[src/rtl/seg_pkg.sv]
// Shared display-state codes and fixed glyph patterns for the scanned 7-segment display.
package seg_pkg;

  localparam logic [2:0] DST_IDLE    = 3'b000;
  localparam logic [2:0] DST_WAIT    = 3'b001;
  localparam logic [2:0] DST_MEASURE = 3'b010;
  localparam logic [2:0] DST_EARLY   = 3'b011;
  localparam logic [2:0] DST_FINISH  = 3'b110;

  // Segment order {g,f,e,d,c,b,a}, active-high.
  localparam logic [6:0] SEG_DASH  = 7'h40;
  localparam logic [6:0] SEG_E     = 7'h79;
  localparam logic [6:0] SEG_R     = 7'h50;
  localparam logic [6:0] SEG_G     = 7'h3D;
  localparam logic [6:0] SEG_O     = 7'h3F;
  localparam logic [6:0] SEG_BLANK = 7'h00;

endpackage

[src/rtl/bcd_to_seg.sv]
// BCD nibble to 7-segment glyph; non-decimal nibbles render as a dash.
module bcd_to_seg
  import seg_pkg::*;
(
  input  logic [3:0] nibble_i,
  output logic [6:0] seg_o
);

  always_comb begin
    seg_o = SEG_DASH;
    case (nibble_i)
      4'd0: seg_o = 7'h3F;
      4'd1: seg_o = 7'h06;
      4'd2: seg_o = 7'h5B;
      4'd3: seg_o = 7'h4F;
      4'd4: seg_o = 7'h66;
      4'd5: seg_o = 7'h6D;
      4'd6: seg_o = 7'h7D;
      4'd7: seg_o = 7'h07;
      4'd8: seg_o = 7'h7F;
      4'd9: seg_o = 7'h6F;
      default: seg_o = SEG_DASH;
    endcase
  end

endmodule

[src/rtl/seg_scan_display.sv]
// Multiplexed common-cathode display driver: per-frame input snapshot, anti-ghost blanking
// at the end of each digit slot, and state-dependent glyph rendering.
module seg_scan_display
  import seg_pkg::*;
#(
  parameter int unsigned DIGITS      = 6,
  parameter int unsigned SCAN_DIV    = 4096,
  parameter int unsigned BLANK       = 256,
  parameter int unsigned DP_POS      = 3,
  parameter int unsigned ANIM_FRAMES = 64
) (
  input  logic                  i_clk,
  input  logic                  i_rst,
  input  logic [2:0]            i_dst,
  input  logic [4*DIGITS-1:0]   i_measured,
  output logic [6:0]            o_seg,
  output logic                  o_dp,
  output logic [DIGITS-1:0]     o_dig
);

  localparam int unsigned PW = (SCAN_DIV > 1) ? $clog2(SCAN_DIV) : 1;
  localparam int unsigned IW = (DIGITS > 1) ? $clog2(DIGITS) : 1;
  localparam int unsigned FW = (ANIM_FRAMES > 1) ? $clog2(ANIM_FRAMES) : 1;

  localparam logic [PW-1:0] PcntMax  = PW'(SCAN_DIV - 1);
  localparam logic [PW:0]   DriveEnd = (PW+1)'(SCAN_DIV - BLANK);
  localparam logic [IW-1:0] IdxMax   = IW'(DIGITS - 1);
  localparam logic [IW-1:0] DpPos    = IW'(DP_POS);
  localparam logic [FW-1:0] FcntMax  = FW'(ANIM_FRAMES - 1);

  logic [PW-1:0]          pcnt_q, pcnt_d;
  logic [IW-1:0]          idx_q, idx_d;
  logic [2:0]             snap_dst_q, snap_dst_d;
  logic [4*DIGITS-1:0]    snap_meas_q, snap_meas_d;
  logic [FW-1:0]          fcnt_q, fcnt_d;
  logic [IW-1:0]          pos_q, pos_d;
  logic [6:0]             seg_q, seg_d;
  logic                   dp_q, dp_d;
  logic [DIGITS-1:0]      dig_q, dig_d;

  logic                   snap_en;
  logic [3:0]             nib;
  logic                   lz_sel;
  logic                   all_zero;
  logic [6:0]             num_seg;
  logic [6:0]             glyph;
  logic                   glyph_dp;

  always_comb begin
    pcnt_d = pcnt_q + 1'b1;
    idx_d  = idx_q;
    if (pcnt_q == PcntMax) begin
      pcnt_d = '0;
      idx_d  = (idx_q == IdxMax) ? '0 : idx_q + 1'b1;
    end
  end

  assign snap_en = (pcnt_q == '0) && (idx_q == '0);

  // Spinner advances on the previously held snapshot so a fresh IDLE entry shows digit 0
  // for a full ANIM_FRAMES frames.
  always_comb begin
    snap_dst_d  = snap_dst_q;
    snap_meas_d = snap_meas_q;
    fcnt_d      = fcnt_q;
    pos_d       = pos_q;
    if (snap_en) begin
      snap_dst_d  = i_dst;
      snap_meas_d = i_measured;
      if (snap_dst_q == DST_IDLE) begin
        if (fcnt_q == FcntMax) begin
          fcnt_d = '0;
          pos_d  = (pos_q == IdxMax) ? '0 : pos_q + 1'b1;
        end else begin
          fcnt_d = fcnt_q + 1'b1;
        end
      end else begin
        fcnt_d = '0;
        pos_d  = '0;
      end
    end
  end

  // Select the current nibble and whether all nibbles from it upward are zero.
  always_comb begin
    nib      = 4'h0;
    lz_sel   = 1'b0;
    all_zero = 1'b1;
    for (int i = int'(DIGITS) - 1; i >= 0; i--) begin
      all_zero = all_zero && (snap_meas_d[4*i +: 4] == 4'h0);
      if (idx_q == IW'(i)) begin
        nib    = snap_meas_d[4*i +: 4];
        lz_sel = all_zero;
      end
    end
  end

  bcd_to_seg u_bcd_to_seg (
    .nibble_i (nib),
    .seg_o    (num_seg)
  );

  always_comb begin
    glyph    = SEG_BLANK;
    glyph_dp = 1'b0;
    case (snap_dst_d)
      DST_IDLE:    glyph = (idx_q == pos_d) ? SEG_DASH : SEG_BLANK;
      DST_WAIT:    glyph = SEG_DASH;
      DST_MEASURE: begin
        if (idx_q == IW'(1))      glyph = SEG_G;
        else if (idx_q == IW'(0)) glyph = SEG_O;
      end
      DST_EARLY: begin
        if (idx_q == IW'(2))     glyph = SEG_E;
        else if (idx_q < IW'(2)) glyph = SEG_R;
      end
      DST_FINISH: begin
        glyph    = ((idx_q > DpPos) && lz_sel) ? SEG_BLANK : num_seg;
        glyph_dp = (idx_q == DpPos);
      end
      default: glyph = SEG_BLANK;
    endcase
  end

  always_comb begin
    seg_d = SEG_BLANK;
    dp_d  = 1'b0;
    dig_d = '0;
    if ({1'b0, pcnt_q} < DriveEnd) begin
      seg_d = glyph;
      dp_d  = glyph_dp;
      dig_d = DIGITS'(1) << idx_q;
    end
  end

  always_ff @(posedge i_clk or posedge i_rst) begin
    if (i_rst) begin
      pcnt_q      <= '0;
      idx_q       <= '0;
      snap_dst_q  <= DST_IDLE;
      snap_meas_q <= '1;
      fcnt_q      <= '0;
      pos_q       <= '0;
      seg_q       <= '0;
      dp_q        <= 1'b0;
      dig_q       <= '0;
    end else begin
      pcnt_q      <= pcnt_d;
      idx_q       <= idx_d;
      snap_dst_q  <= snap_dst_d;
      snap_meas_q <= snap_meas_d;
      fcnt_q      <= fcnt_d;
      pos_q       <= pos_d;
      seg_q       <= seg_d;
      dp_q        <= dp_d;
      dig_q       <= dig_d;
    end
  end

  assign o_seg = seg_q;
  assign o_dp  = dp_q;
  assign o_dig = dig_q;

endmodule

[config.mk]
export PLATFORM = sky130hd
export DESIGN_NAME = seg_scan_display
export DESIGN_NICKNAME = d
export VERILOG_FILES = /design/src/rtl/seg_pkg.sv /design/src/rtl/bcd_to_seg.sv /design/src/rtl/seg_scan_display.sv
export SDC_FILE = /design/constraint.sdc
export NUM_CORES = 1
export LEC_CHECK = 0
export ABC_CLOCK_PERIOD_IN_PS = 3400
export CAP_MARGIN = 10
export CORE_MARGIN = 2
export CORE_UTILIZATION = 55
export CTS_BUF_LIST = sky130_fd_sc_hd__clkbuf_4 sky130_fd_sc_hd__clkbuf_8 sky130_fd_sc_hd__clkbuf_16
export DETAILED_ROUTE_END_ITERATION = 8
export DONT_BUFFER_PORTS = 1
export GPL_ROUTABILITY_DRIVEN = 0
export PLACE_DENSITY_LB_ADDON = 0.15
export SYNTH_ARGS = -nofsm -noshare
export SYNTH_HDL_FRONTEND = slang
export SYNTH_HIERARCHICAL = 1
export SYNTH_SLANG_ARGS = --single-unit
[constraint.sdc]
create_clock -name i_clk -period 3.4 [get_ports i_clk]
set_input_delay 0.17 -clock i_clk [delete_from_list [all_inputs] [get_ports i_clk]]
set_output_delay 0.17 -clock i_clk [all_outputs]
set_load 0.1 [all_outputs]
; Word level (Yosys, flattened, before mapping)
; Memories as Yosys holds them, arrays and structs flattened.
; Cells that the tools add are included.
[word_totals]
regBits = 65
mem_bits_ro = 112
out_inout_bits = 14
wordCells = 81
mem_count = 1
[memory_table]
columns = memory, words, width, rd, rd_ports_with_merged_regs, write_ports, line_no
row1 = (no name shown), 16, 7, 1, 0, 0, bcd_to_seg.sv:11  ; case (nibble_i)
[classes]
add_sub_neg = 4
n_lt_le_gt_ge = 3
eq_ne = 13
n_shift = 1
n_mux = 33
n_reduce_logical = 17
[ops]
columns = cell, count
row1 = $mux W7, 5
row2 = $pmux W7 S5, 1
row3 = $mux W6, 5
row4 = $logic_not A4 Y1, 6
row5 = $mux W24, 1
row6 = $mux W4, 6
row7 = $mux W3, 6
row8 = $add A12 B1 Y12 const B, 1
row9 = $eq A12 B12 Y1 const B, 1
row10 = $eq A3 B2 Y1 const B, 4
row11 = $eq A3 B3 Y1 const B, 4
row12 = $logic_not A12 Y1, 1
row13 = $lt A12 B12 Y1 const B, 1
row14 = $mux W12, 1
row15 = $logic_not A3 Y1, 3
row16 = $mux W1, 8
row17 = $logic_and A1 B1 Y1, 7
row18 = $add A3 B1 Y3 const B, 2
row19 = $add A6 B1 Y6 const B, 1
row20 = $eq A3 B1 Y1 const B, 2
row21 = $eq A6 B6 Y1 const B, 1
row22 = $shl A1 B3 Y6 const A, 1
row23 = $eq A3 B3 Y1, 1
row24 = $gt A3 B2 Y1 const B, 1
row25 = $lt A3 B2 Y1 const B, 1

; Logic depth before layout (Yosys ltp)
; Gate-level depths: netlist of run 1.
[depth]
depth_word = 14
ltp_mapped = 15
ltp_nobuf = 14

; Hierarchy
; Netlist of run 1, hierarchy kept.
[by_module_without_submodules]
columns = module, n_inst, cells_each, area_each_um2, seq_area_each_um2
row1 = seg_scan_display, 1, 350, 3345.7, 1656.6
row2 = bcd_to_seg, 1, 29, 227.7, 0.0

; Worst setup path before layout of run 1
; Ideal clock, no wire load.
[synth_timing]
path_kind = reg2reg
from = reg pcnt_q[0]
to = reg seg_q[0], in the netlist o_seg[0]
setup_time_ns = 0.078
arrival_ns = 2.882
t_required_ns = 3.322
setup_slack_ns = 0.440
stages_incl_launch_ff = 16
path_buffers = 1
period_less_slack_ns = 2.960
path_cell_list = dfrtp_1 inv_1 ha_1 nor4b_4 and4_1 clkbuf_1 nand2_1 nand2_1 mux2i_1 o2bb2ai_1 inv_1 ha_1 mux2_2 o22ai_1 o21ai_1 a21oi_1
[synth_via]
word_cells_on_any_way = 38
classes_between = 1 x order compare / 4 x eq/ne / 17 x mux / 15 x reduce/logical / 1 x memory
[synth_rtl]
columns = element, line_no
row1 = from (decl), seg_scan_display.sv:31  ; logic [PW-1:0] pcnt_q, pcnt_d;
row2 = from (signal assigned), seg_scan_display.sv:148  ; pcnt_q <= pcnt_d;
row3 = $logic_not A12 Y1, seg_scan_display.sv:58  ; assign snap_en = (pcnt_q == '0) && (idx_q == '0);
row4 = $logic_and A1 B1 Y1, seg_scan_display.sv:58
row5 = $mux W24, seg_scan_display.sv:67  ; if (snap_en) begin
row6 = net snap_meas_d[1], seg_scan_display.sv:34  ; logic [4*DIGITS-1:0] snap_meas_q, snap_meas_d;
row7 = $mux W4, seg_scan_display.sv:91  ; if (idx_q == IW'(i)) begin
row8 = net nib[1], seg_scan_display.sv:42  ; logic [3:0] nib;
row9 = $mem_v2 Z16 W7, --
row10 = net num_seg[0], seg_scan_display.sv:45  ; logic [6:0] num_seg;
row11 = $mux W7, seg_scan_display.sv:118  ; glyph = ((idx_q > DpPos) && lz_sel) ? SEG_BLANK : num_seg;
row12 = $pmux W7 S5, seg_scan_display.sv:106  ; case (snap_dst_d)
row13 = $mux W7, seg_scan_display.sv:129  ; if ({1'b0, pcnt_q} < DriveEnd) begin
row14 = net seg_d[0], seg_scan_display.sv:37  ; logic [6:0] seg_q, seg_d;
row15 = to (signal assigned), seg_scan_display.sv:154  ; seg_q <= seg_d;
row16 = to (decl), seg_scan_display.sv:37
; The timed path passes the listed nets, and every way through them passes these cells.
; A chain may end at the register's enable or synchronous reset.

; Worst setup path after layout of run 1
[layout_timing]
from = reg pcnt_q[0]
to = reg seg_q[0], in the netlist o_seg[0]
[layout_via]
word_cells_on_any_way = 38
classes_between = 1 x order compare / 4 x eq/ne / 17 x mux / 15 x reduce/logical / 1 x memory
[layout_rtl]
columns = element, line_no
row1 = $logic_not A12 Y1, seg_scan_display.sv:58
row2 = $logic_and A1 B1 Y1, seg_scan_display.sv:58
row3 = $mux W24, seg_scan_display.sv:67
row4 = net snap_meas_d[19], seg_scan_display.sv:34
row5 = $mux W4 (5 in a row), seg_scan_display.sv:91
row6 = net nib[3], seg_scan_display.sv:42
row7 = $mem_v2 Z16 W7, --
row8 = net num_seg[0], seg_scan_display.sv:45
row9 = $mux W7, seg_scan_display.sv:118
row10 = $pmux W7 S5, seg_scan_display.sv:106
row11 = $mux W7, seg_scan_display.sv:129
row12 = net seg_d[0], seg_scan_display.sv:37
; The timed path passes the listed nets, and every way through them passes these cells.

==> results of run 1 <==
routing by layer:
| metal | part of all wire [%] | vias up |
|---|---|---|
| met4 | 1.1 | 0 |
| met5 | 0 | - |
| met1 | 48 | 1381 |
| met3 | 6.6 | 10 |
| li1 | - | 1391 |
| met2 | 44 | 100 |
timing repair:
action                     CTS  global route
hold endpoints to repair    48             0
gates resized for setup      0             1
hold buffers                26             0
setup endpoints to repair    0             2
cells by family after synthesis:
kind of cell	share of synthesized area (%)
AND/OR/NAND/NOR	25.0
multiplexers	5.29
XOR/XNOR	2.21
flip-flops	46.4
adder cells (fa/ha/maj)	3.50
buffers and inverters	3.26
AO/OA/AOI/OAI	14.4
flip-flops by register name, summed over array words and instances (netlist names):
| register | flops |
|---|---|
| snap_meas_q | 24 |
| pcnt_q | 12 |
| o_seg | 7 |
| fcnt_q | 6 |
| o_dig | 6 |
| idx_q | 3 |
| pos_q | 3 |
| snap_dst_q | 3 |
| o_dp | 1 |
critical path, cell delays in order (launching register included):
cell     delay [ns]
dfrtp_1        0.41
inv_1          0.07
ha_1           0.15
nor4b_4        0.25
nand4_4        0.32
mux2_2         0.38
mux2_2         0.26
a32oi_1        0.20
nand3_2        0.23
mux2_2         0.35
o22ai_1        0.16
o21ai_1        0.09
a21oi_1        0.17
area by class of cell:
type,instances,area [um^2]
sequential,65,1660
timing repair buffer,34,333
inverter,11,41.3
clock buffer,16,189
tap,77,96.3
fill,527,2190
multi-input combinational,288,1810
report_power, final:
group | total, mW | internal (mW) | switching [mW] | leakage, nW
Combinational | 0.119 | 0.0555 | 0.0634 | 0.938
Clock | 0.618 | 0.346 | 0.272 | 0.102
Sequential | 0.866 | 0.807 | 0.0598 | 0.793
Total | 1.60 | 1.21 | 0.395 | 1.83
how the worst min path moves through the flow:
stage | slack, ns | endpoint | depth (start not counted) | startpoint
floorplan | 0.25 | snap_meas_q[7] | 2 | i_measured[7]
global placement | 0.26 | snap_meas_q[7] | 2 | i_measured[7]
detailed placement | 0.26 | snap_meas_q[5] | 2 | i_measured[5]
CTS | 0.002 | snap_meas_q[9] | 1 | i_measured[9]
global route | 0.001 | snap_meas_q[9] | 1 | i_measured[9]
finish | 0.01 | snap_meas_q[9] | 1 | i_measured[9]
placed cells by master, fill, tap and decap left out, types with 4 or more instances in the layout:
cell type,count
a21o_1,4
a21oi_1,14
and3_1,5
buf_4,7
clkbuf_4,5
clkbuf_8,11
dfrtp_1,41
dfstp_2,24
dlygate4sd3_1,26
ha_1,10
inv_1,10
mux2_2,11
mux2i_1,5
nand2_1,82
nand2b_1,10
nand3_1,10
nand3b_1,6
nand4_1,5
nor2_1,20
nor2b_1,6
nor3_1,10
nor4_1,5
o211ai_1,4
o21ai_0,19
o21ai_1,9
o22ai_1,4
xnor2_1,6
per-stage QoR:
step	instances	setup WS, ns	power (mW)
after floorplan	379	0.440	0.948
after global placement	449	0.338	0.970
after detailed placement	449	0.185	0.972
after CTS	491	0.168	1.61
after global routing	491	0.0660	1.67
final	491	0.275	1.60
==> metrics.yaml, run 1 <==
synth_cell_type_count: 55
end_kind: "flop"
postSynthRegisterBits: 65
yosysSeqAreaShare_pct: 46.4
vias: 2882
fp-row-count: 29
drt_first_iter_violations: 219
r2r-end: "o_seg[0]"
cp.required_ns: 3.66
reg2reg_slack_ns: 0.27
met3_usage_pct: 6.39
finalCritPeriodShare_pct: 91.9
cts_tree: "done"
critPathKind: "reg2reg"
r2r-start: "pcnt_q[0]"
synth_cells: 379
areaGrowthSynthToFinish_pct: 15.3
clock_latency_ns: 0.34
rsz0062_at_grt: "no"
num-nets-final: 448
fp.dieW_um: 84.6
p_per_area_nw_per_um2: 389
hold_viol: 0
dr.pass1.iters: 5
syn-cell-area_um2: 3570
cts_max_level: 3
hold_ws_ns: 0.0104
fin_tns_setup_ns: 0
finalCriticalPeriod_ns: 3.13
startpoint: "pcnt_q[0]"
hold_class: "in2reg"
portBuffers: 0
die_area_um2: 7160
grt_pass1_wl_um: 13800
grt_max_degree: 49
worstPathMaxFanout: 16
place_area_um2: 3670
yosys.area.top_type: "dfrtp_1"
syn_area_per_cell_um2: 9.43
cts_sinks: 65
post_cts_buffers: 0
cts_buffers: 9
cp-start-kind: "flop"
drt-wirelength-per-cell_um: 16.7
worst_pin_slew_ns: 0.993
final_area_um2: 4120
ys.flop_type: "dfrtp_1"
synth_area_leaders: "dfrtp_1, dfstp_2, nand2_1, ha_1, mux2_2"
antenna_found_initial: 0
via_per_inst: 5.87
clkTransAtPathRegs_ns: 0.07
drv_slew: 0
finalSetupViolCount: 0
maxCapViolations: 0
overflow: 0
core_um2: 6310
met1_usage_pct: 34.8
grt_use_total_pct: 24.2
crit_end: "o_seg[0]"
fmaxAchievable_ghz: 0.320
antenna_left: 0
utilization_pct: 65.3
drive_gt1_share_pct: 17.9
dp_hpwl_um: 5570
synth.top_cell.area_share_pct: 28.7
reg2regPathDepth: 12
cts-root-buf: "clkbuf_8"
synth_warnings: 6
routed_wl_um: 8180
p_leak_nw: 1.83
yosysMostFrequentCell: "nand2_1"
synth-edff-count: 0
critPathArrivalTime_ns: 3.39
ioPinCount: 43
grt_use_met2_pct: 35.7
ir_worst_vdd_v: 0.000308
max-slew-margin-rel_pct: 33.7
status: "completed"
start_util_pct: 56.6
fin_skew_ns: 0.00813
synth_top_cells_by_count: "nand2_1, dfrtp_1, dfstp_2"
drc: 0
diodes: 0
die_h_um: 84.6
syn_nets: 418
cts_buffer_depth: 2
grt_pass1_vias: 2818
synthArstFlopShare_pct: 100
busiest_layer: "met2"
Power figures use the tool's default switching activity.
==> run 2: changes to the inputs <==
--- a/config.mk
+++ b/config.mk
@@ -13,7 +13,7 @@
 export DETAILED_ROUTE_END_ITERATION = 8
 export DONT_BUFFER_PORTS = 1
 export GPL_ROUTABILITY_DRIVEN = 0
-export PLACE_DENSITY_LB_ADDON = 0.15
+export PLACE_DENSITY = 0.69
 export SYNTH_ARGS = -nofsm -noshare
 export SYNTH_HDL_FRONTEND = slang
 export SYNTH_HIERARCHICAL = 1
==> run 2 against run 1 <==
Non-clock buffer count grew 3. First-iteration DRC count decreased by 18%. Clock power is 7.9% higher. Via count grew 0.24%. Utilization rose by 0.28 points. Wire length increased by 2.2%. Cell area up 0.43%. Sequential share of layout area decreased by 0.17 points. Setup slack worse by 0.039 ns. Combinational power about the same. Sequential power about the same. Clock skew down 0.00056 ns. Critical path type unchanged.
==> metrics.yaml, run 2 (synthesis results as in run 1) <==
maxCapViolations: 0  # unchanged
seq_area_um2: 1660  # unchanged
hold_class: "in2reg"  # unchanged
r2r-start: "idx_q[1]"  # was pcnt_q[0]
cts_buffer_depth: 2  # unchanged
p_leak_nw: 1.85  # was 1.83 nW
fin_skew_ns: 0.00757  # was 0.00813 ns
overflow: 0  # unchanged
start_util_pct: 56.6  # unchanged
max-slew-margin-rel_pct: 40.1  # was 33.7%
hold_viol: 0  # unchanged
end_kind: "flop"  # unchanged
grt_max_degree: 37  # was 49
antenna_left: 0  # unchanged
core_um2: 6310  # unchanged
drive_gt1_share_pct: 18.9  # was 17.9%
min_from: "i_measured[9]"  # unchanged
clkTransAtPathRegs_ns: 0.07  # about the same
min_to: "snap_meas_q[9]"  # unchanged
cp-start-kind: "flop"  # unchanged
r2r-end: "o_seg[3]"  # was o_seg[0]
dr.pass1.iters: 4  # was 5
grt_pass1_vias: 2837  # was 2818
critPathKind: "reg2reg"  # unchanged
fp.dieW_um: 84.6  # unchanged
routed_wl_um: 8360  # was 8180 um
worst_pin_slew_ns: 0.898  # was 0.993 ns
die_area_um2: 7160  # unchanged
clock_latency_ns: 0.34  # about the same
status: "completed"  # unchanged
drc: 0  # unchanged
mostFrequentLayoutCell: "nand2_1"  # unchanged
largest_reg_flops: 24  # unchanged
via_per_inst: 5.85  # was 5.87
finalCriticalPeriod_ns: 3.16  # was 3.13 ns
fmaxAchievable_ghz: 0.316  # was 0.320 GHz
portBuffers: 0  # unchanged
dp_hpwl_um: 5880  # was 5570 um
finalSetupViolCount: 0  # unchanged
drt-wirelength-per-cell_um: 16.9  # was 16.7 um
fp-row-count: 29  # unchanged
die_h_um: 84.6  # unchanged
cts_max_level: 3  # unchanged
cts_sinks: 65  # unchanged
antenna_found_initial: 0  # unchanged
diodes: 0  # unchanged
areaGrowthSynthToFinish_pct: 15.8  # was 15.3%
reg2regPathDepth: 13  # was 12
num-nets-final: 451  # was 448
drv_slew: 0  # unchanged
multi_input_area_um2: 1810  # about the same
finalCritPeriodShare_pct: 93.1  # was 91.9%
p_per_area_nw_per_um2: 399  # was 389 nW/um^2
drt_first_iter_violations: 180  # was 219
critPathArrivalTime_ns: 3.41  # was 3.39 ns
post_cts_buffers: 0  # unchanged
startpoint: "idx_q[1]"  # was pcnt_q[0]
worstPathMaxFanout: 15  # was 16
final_cell_mix: "nand2_1, dfrtp_1, dlygate4sd3_1, dfstp_2, nor2_1"  # unchanged
cts_buffers: 9  # unchanged
rsz0062_at_grt: "no"  # unchanged
cts-root-buf: "clkbuf_8"  # unchanged
grt_pass1_wl_um: 14200  # was 13800 um
ioPinCount: 43  # unchanged
vias: 2889  # was 2882
ir_worst_vdd_v: 0.000323  # was 0.000308 V
fill_cells: 504  # was 527
cts_tree: "done"  # unchanged
grt_use_total_pct: 25.1  # was 24.2%
reg2reg_slack_ns: 0.24  # was 0.27 ns
hold_depth: 1  # unchanged
cp.required_ns: 3.65  # was 3.66 ns
power_mw: 1.65  # was 1.60 mW
top_register: "snap_meas_q"  # unchanged
fin_tns_setup_ns: 0  # unchanged
[run 2: changes by cell type in the layout (fill, tap and decap cells not counted), sizes merged]
cell	before	now
clkbuf	16	11
buf	8	12
clkinv	0	2
inv	11	13
bufinv	0	1
dlygate4sd3	26	25
[run 2: worst max path at each step]
| stage | depth (start not counted) | slack (ns) | endpoint |
|---|---|---|---|
| 6_report | 13 | 0.24 | o_seg[3] |
| 5_1_grt | 13 | 0.04 | o_seg[0] |
| 4_1_cts | 12 | 0.25 | o_seg[3] |
| 3_5_place_dp | 12 | 0.28 | o_seg[3] |
| 3_3_place_gp | 12 | 0.33 | o_seg[0] |
| 2_1_floorplan | 15 | 0.44 | o_seg[0] |
[run 2: final cells by class]
| type | count | area share (%) |
|---|---|---|
| Clock inverter | 5 | 1.27 |
| Sequential cell | 65 | 40.0 |
| Timing Repair Buffer | 37 | 8.22 |
| Multi-Input combinational cell | 288 | 43.7 |
| Clock buffer | 11 | 3.51 |
| Tap cell | 77 | 2.33 |
| Inverter | 11 | 0.998 |
[run 2: layer usage]
metal	track usage, %	vias up	routed length, um
met5	0	-	0
met4	8.80	0	133
met3	5.01	14	486
met2	36.9	88	3670
met1	36.9	1387	4080
li1	-	1400	-
[run 2: worst max-delay path: stages (launching register included)]
cell and delay [ns]:
dfrtp_1 0.42, buf_4 0.21, and2_1 0.20, ha_1 0.29, nor2_1 0.32, o21ai_0 0.20, o21ai_1 0.15, o2bb2ai_1 0.23
inv_1 0.15, ha_1 0.21, mux2_2 0.27, o22ai_1 0.15, o21ai_1 0.08, a21oi_1 0.19
[run 2: timing repair]
item	CTS	global route
hold buffers	24	1
setup endpoints to repair	0	1
hold endpoints to repair	52	1
resized for setup	0	2
[run 2: report_power, final]
group          internal [mW]  switching [mW]
clock network          0.365           0.302
logic                 0.0549          0.0635
registers              0.806          0.0598
[run 2: through the flow]
| stage | setup WS (ns) | cells | area, um^2 | hold slack [ns] | util [%] |
|---|---|---|---|---|---|
| after floorplan | 0.440 | 379 | 3570 | 0.253 | - |
| after global placement | 0.334 | 453 | 3680 | 0.150 | 58.4 |
| after detailed placement | 0.280 | 453 | 3680 | 0.161 | 58.4 |
| after CTS | 0.250 | 493 | 4120 | 0.000515 | 65.3 |
| after global routing | 0.0424 | 494 | 4140 | 0.00228 | 65.6 |
| final | 0.236 | 494 | 4140 | 0.0104 | 65.6 |
==> run 3: changes to the inputs <==
--- a/config.mk
+++ b/config.mk
@@ -5,7 +5,7 @@
 export SDC_FILE = /design/constraint.sdc
 export NUM_CORES = 1
 export LEC_CHECK = 0
-export ABC_CLOCK_PERIOD_IN_PS = 3400
+export ABC_CLOCK_PERIOD_IN_PS = 3900
 export CAP_MARGIN = 10
 export CORE_MARGIN = 2
 export CORE_UTILIZATION = 55
==> constraint.sdc (replaced) <==
create_clock -name i_clk -period 3.9 [get_ports i_clk]
set_input_delay 0.195 -clock i_clk [delete_from_list [all_inputs] [get_ports i_clk]]
set_output_delay 0.195 -clock i_clk [all_outputs]
set_load 0.1 [all_outputs]
==> run 3 against run 2 <==
Wire length decreased by 3.0%. Sequential power decreased by 13%. Hold slack improved by 0.011 ns. Utilization decreased by 1.7 points. Critical path depth increased by 2. Critical path type unchanged. Clock skew decreased by 0.0012 ns. Power decreased by 14%. First-iteration DRC count increased by 3.9%. Setup slack improved by 0.33 ns.
==> metrics.yaml, run 3 (synthesis results as in run 1) <==
start_util_pct: 56.6  # unchanged
via_per_inst: 5.94  # was 5.85
drc: 0  # unchanged
cts_max_level: 3  # unchanged
cts-resized-gates: 0  # unchanged
drt_first_iter_violations: 187  # was 180
startpoint: "pcnt_q[0]"  # was idx_q[1]
cts_sinks: 65  # unchanged
maxCapViolations: 0  # unchanged
reg2reg_slack_ns: 0.56  # was 0.24 ns
rsz0062_at_grt: "no"  # unchanged
hold_depth: 1  # unchanged
top_register: "snap_meas_q"  # unchanged
hold_class: "in2reg"  # unchanged
crit_path_top_delay_cell: "o2bb2ai_1"  # was dfrtp_1
core_um2: 6310  # unchanged
grt_pass1_vias: 2764  # was 2837
cts_tree: "done"  # unchanged
die_area_um2: 7160  # unchanged
crit_chain: "inv_1 -> ha_1 -> nor4b_4 -> nand4_4 -> buf_4 -> nand2_1 -> nand2_1 -> mux2i_1 -> o2bb2ai_1 -> inv_1 -> ha_1 -> mux2_2 -> o22ai_1 -> o21ai_1 -> a21oi_1"  # was buf_4 -> and2_1 -> ha_1 -> nor2_1 -> o21ai_0 -> o21ai_1 -> o2bb2ai_1 -> inv_1 -> ha_1 -> mux2_2 -> o22ai_1 -> o21ai_1 -> a21oi_1
largest_reg_flops: 24  # unchanged
worstPathMaxFanout: 33  # was 15
fill_cells: 530  # was 504
crit_buf_inv: 3  # was 2
cp-start-kind: "flop"  # unchanged
fmaxAchievable_ghz: 0.300  # was 0.316 GHz
r2r-start: "pcnt_q[0]"  # was idx_q[1]
cts-root-buf: "clkbuf_8"  # unchanged
worst_pin_slew_ns: 0.877  # was 0.898 ns
mostFrequentLayoutCell: "nand2_1"  # unchanged
finalCriticalPeriod_ns: 3.34  # was 3.16 ns
ir_worst_vdd_v: 0.000274  # was 0.000323 V
max-slew-margin-rel_pct: 41.6  # was 40.1%
p_leak_nw: 1.80  # was 1.85 nW
end_kind: "flop"  # unchanged
finalCritPeriodShare_pct: 85.6  # was 93.1%
fin_skew_ns: 0.00642  # was 0.00757 ns
dp_hpwl_um: 5570  # was 5880 um
critPathKind: "reg2reg"  # unchanged
portBuffers: 0  # unchanged
antenna_left: 0  # unchanged
r2r-end: "o_seg[3]"  # unchanged
cp.depth: 15  # was 13
diodes: 0  # unchanged
ioPinCount: 43  # unchanged
overflow: 0  # unchanged
cts_buffer_depth: 2  # unchanged
setup_slack_ns: 0.562  # was 0.236 ns
drt-wirelength-per-cell_um: 16.8  # was 16.9 um
grt_pass1_wl_um: 13900  # was 14200 um
multi_input_area_um2: 1800  # was 1810 um^2
fp.dieW_um: 84.6  # unchanged
hold_viol: 0  # unchanged
num-nets-final: 439  # was 451
reg2regPathDepth: 15  # was 13
routed_wl_um: 8110  # was 8360 um
fin_tns_setup_ns: 0  # unchanged
crit_end: "o_seg[3]"  # unchanged
post-place-ws_ns: 0.664  # was 0.280 ns
drive_gt1_share_pct: 17.5  # was 18.9%
cts_buffers: 9  # unchanged
crit_family: "compound AO/OA/AOI/OAI gates"  # unchanged
antenna_found_initial: 0  # unchanged
dr.pass1.iters: 5  # was 4
vias: 2863  # was 2889
clkTransAtPathRegs_ns: 0.07  # about the same
die_h_um: 84.6  # unchanged
critPathArrivalTime_ns: 3.60  # was 3.41 ns
clock_latency_ns: 0.34  # about the same
critical-path-max-stage-delay_ns: 0.54  # was 0.42 ns
grt_max_degree: 42  # was 37
p_per_area_nw_per_um2: 353  # was 399 nW/um^2
status: "completed"  # unchanged
grt_use_total_pct: 24.3  # was 25.1%
drv_slew: 0  # unchanged
seq_area_um2: 1660  # unchanged
areaGrowthSynthToFinish_pct: 12.8  # was 15.8%
fp-row-count: 29  # unchanged
finalSetupViolCount: 0  # unchanged
hold_ws_ns: 0.0216  # was 0.0104 ns
cp.required_ns: 4.17  # was 3.65 ns
final_cell_mix: "nand2_1, dfrtp_1, dfstp_2, nor2_1"  # was nand2_1, dfrtp_1, dlygate4sd3_1, dfstp_2, nor2_1
run 3: layer usage:
| layer | wire, um | up-vias | track usage [%] |
|---|---|---|---|
| li1 | - | 1376 | - |
| met1 | 3850 | 1364 | 35.7 |
| met2 | 3620 | 109 | 35.4 |
| met3 | 529 | 14 | 5.70 |
| met4 | 114 | 0 | 8.37 |
| met5 | 0 | - | 0 |
run 3: worst min-delay path by stage:
stage / from / endpoint / slack [ns]
final: i_measured[17] / snap_meas_q[17] / 0.02
after global routing: i_measured[17] / snap_meas_q[17] / 0.01
after CTS: i_measured[8] / snap_meas_q[8] / 0.01
after detailed placement: i_rst / pcnt_q[4] / 0.14
after global placement: i_rst / pcnt_q[3] / 0.13
after floorplan: i_measured[7] / snap_meas_q[7] / 0.28
run 3: where the power goes:
group,switching [mW],internal [mW],leakage [nW]
combinational,0.0541,0.0431,0.894
clock,0.255,0.317,0.108
sequential,0.0524,0.703,0.793
run 3: area by class of cell:
cell class              count  area share, %
multi-input cells         288           44.7
clock inverters             2          0.248
flip-flops and latches     65           41.1
clock buffers              14           4.75
well taps                  77           2.39
inverters                  11           1.02
repair buffers             25           5.83
run 3: metrics by stage:
step                util, %  std cells  instance area (um^2)  total power [mW]
detailed placement     57.6        447                  3640             0.848
floorplan                 -        379                  3570             0.827
global placement       57.6        447                  3640             0.846
finish                 63.9        482                  4030              1.42
global route           63.9        482                  4030              1.48
CTS                    63.9        482                  4030              1.43
run 3: timing repair:
item / 4_1_cts / 5_1_grt
hold buffers: 19 / 0
setup buffers: 0 / 0
endpoints found under the hold margin: 42 / 0
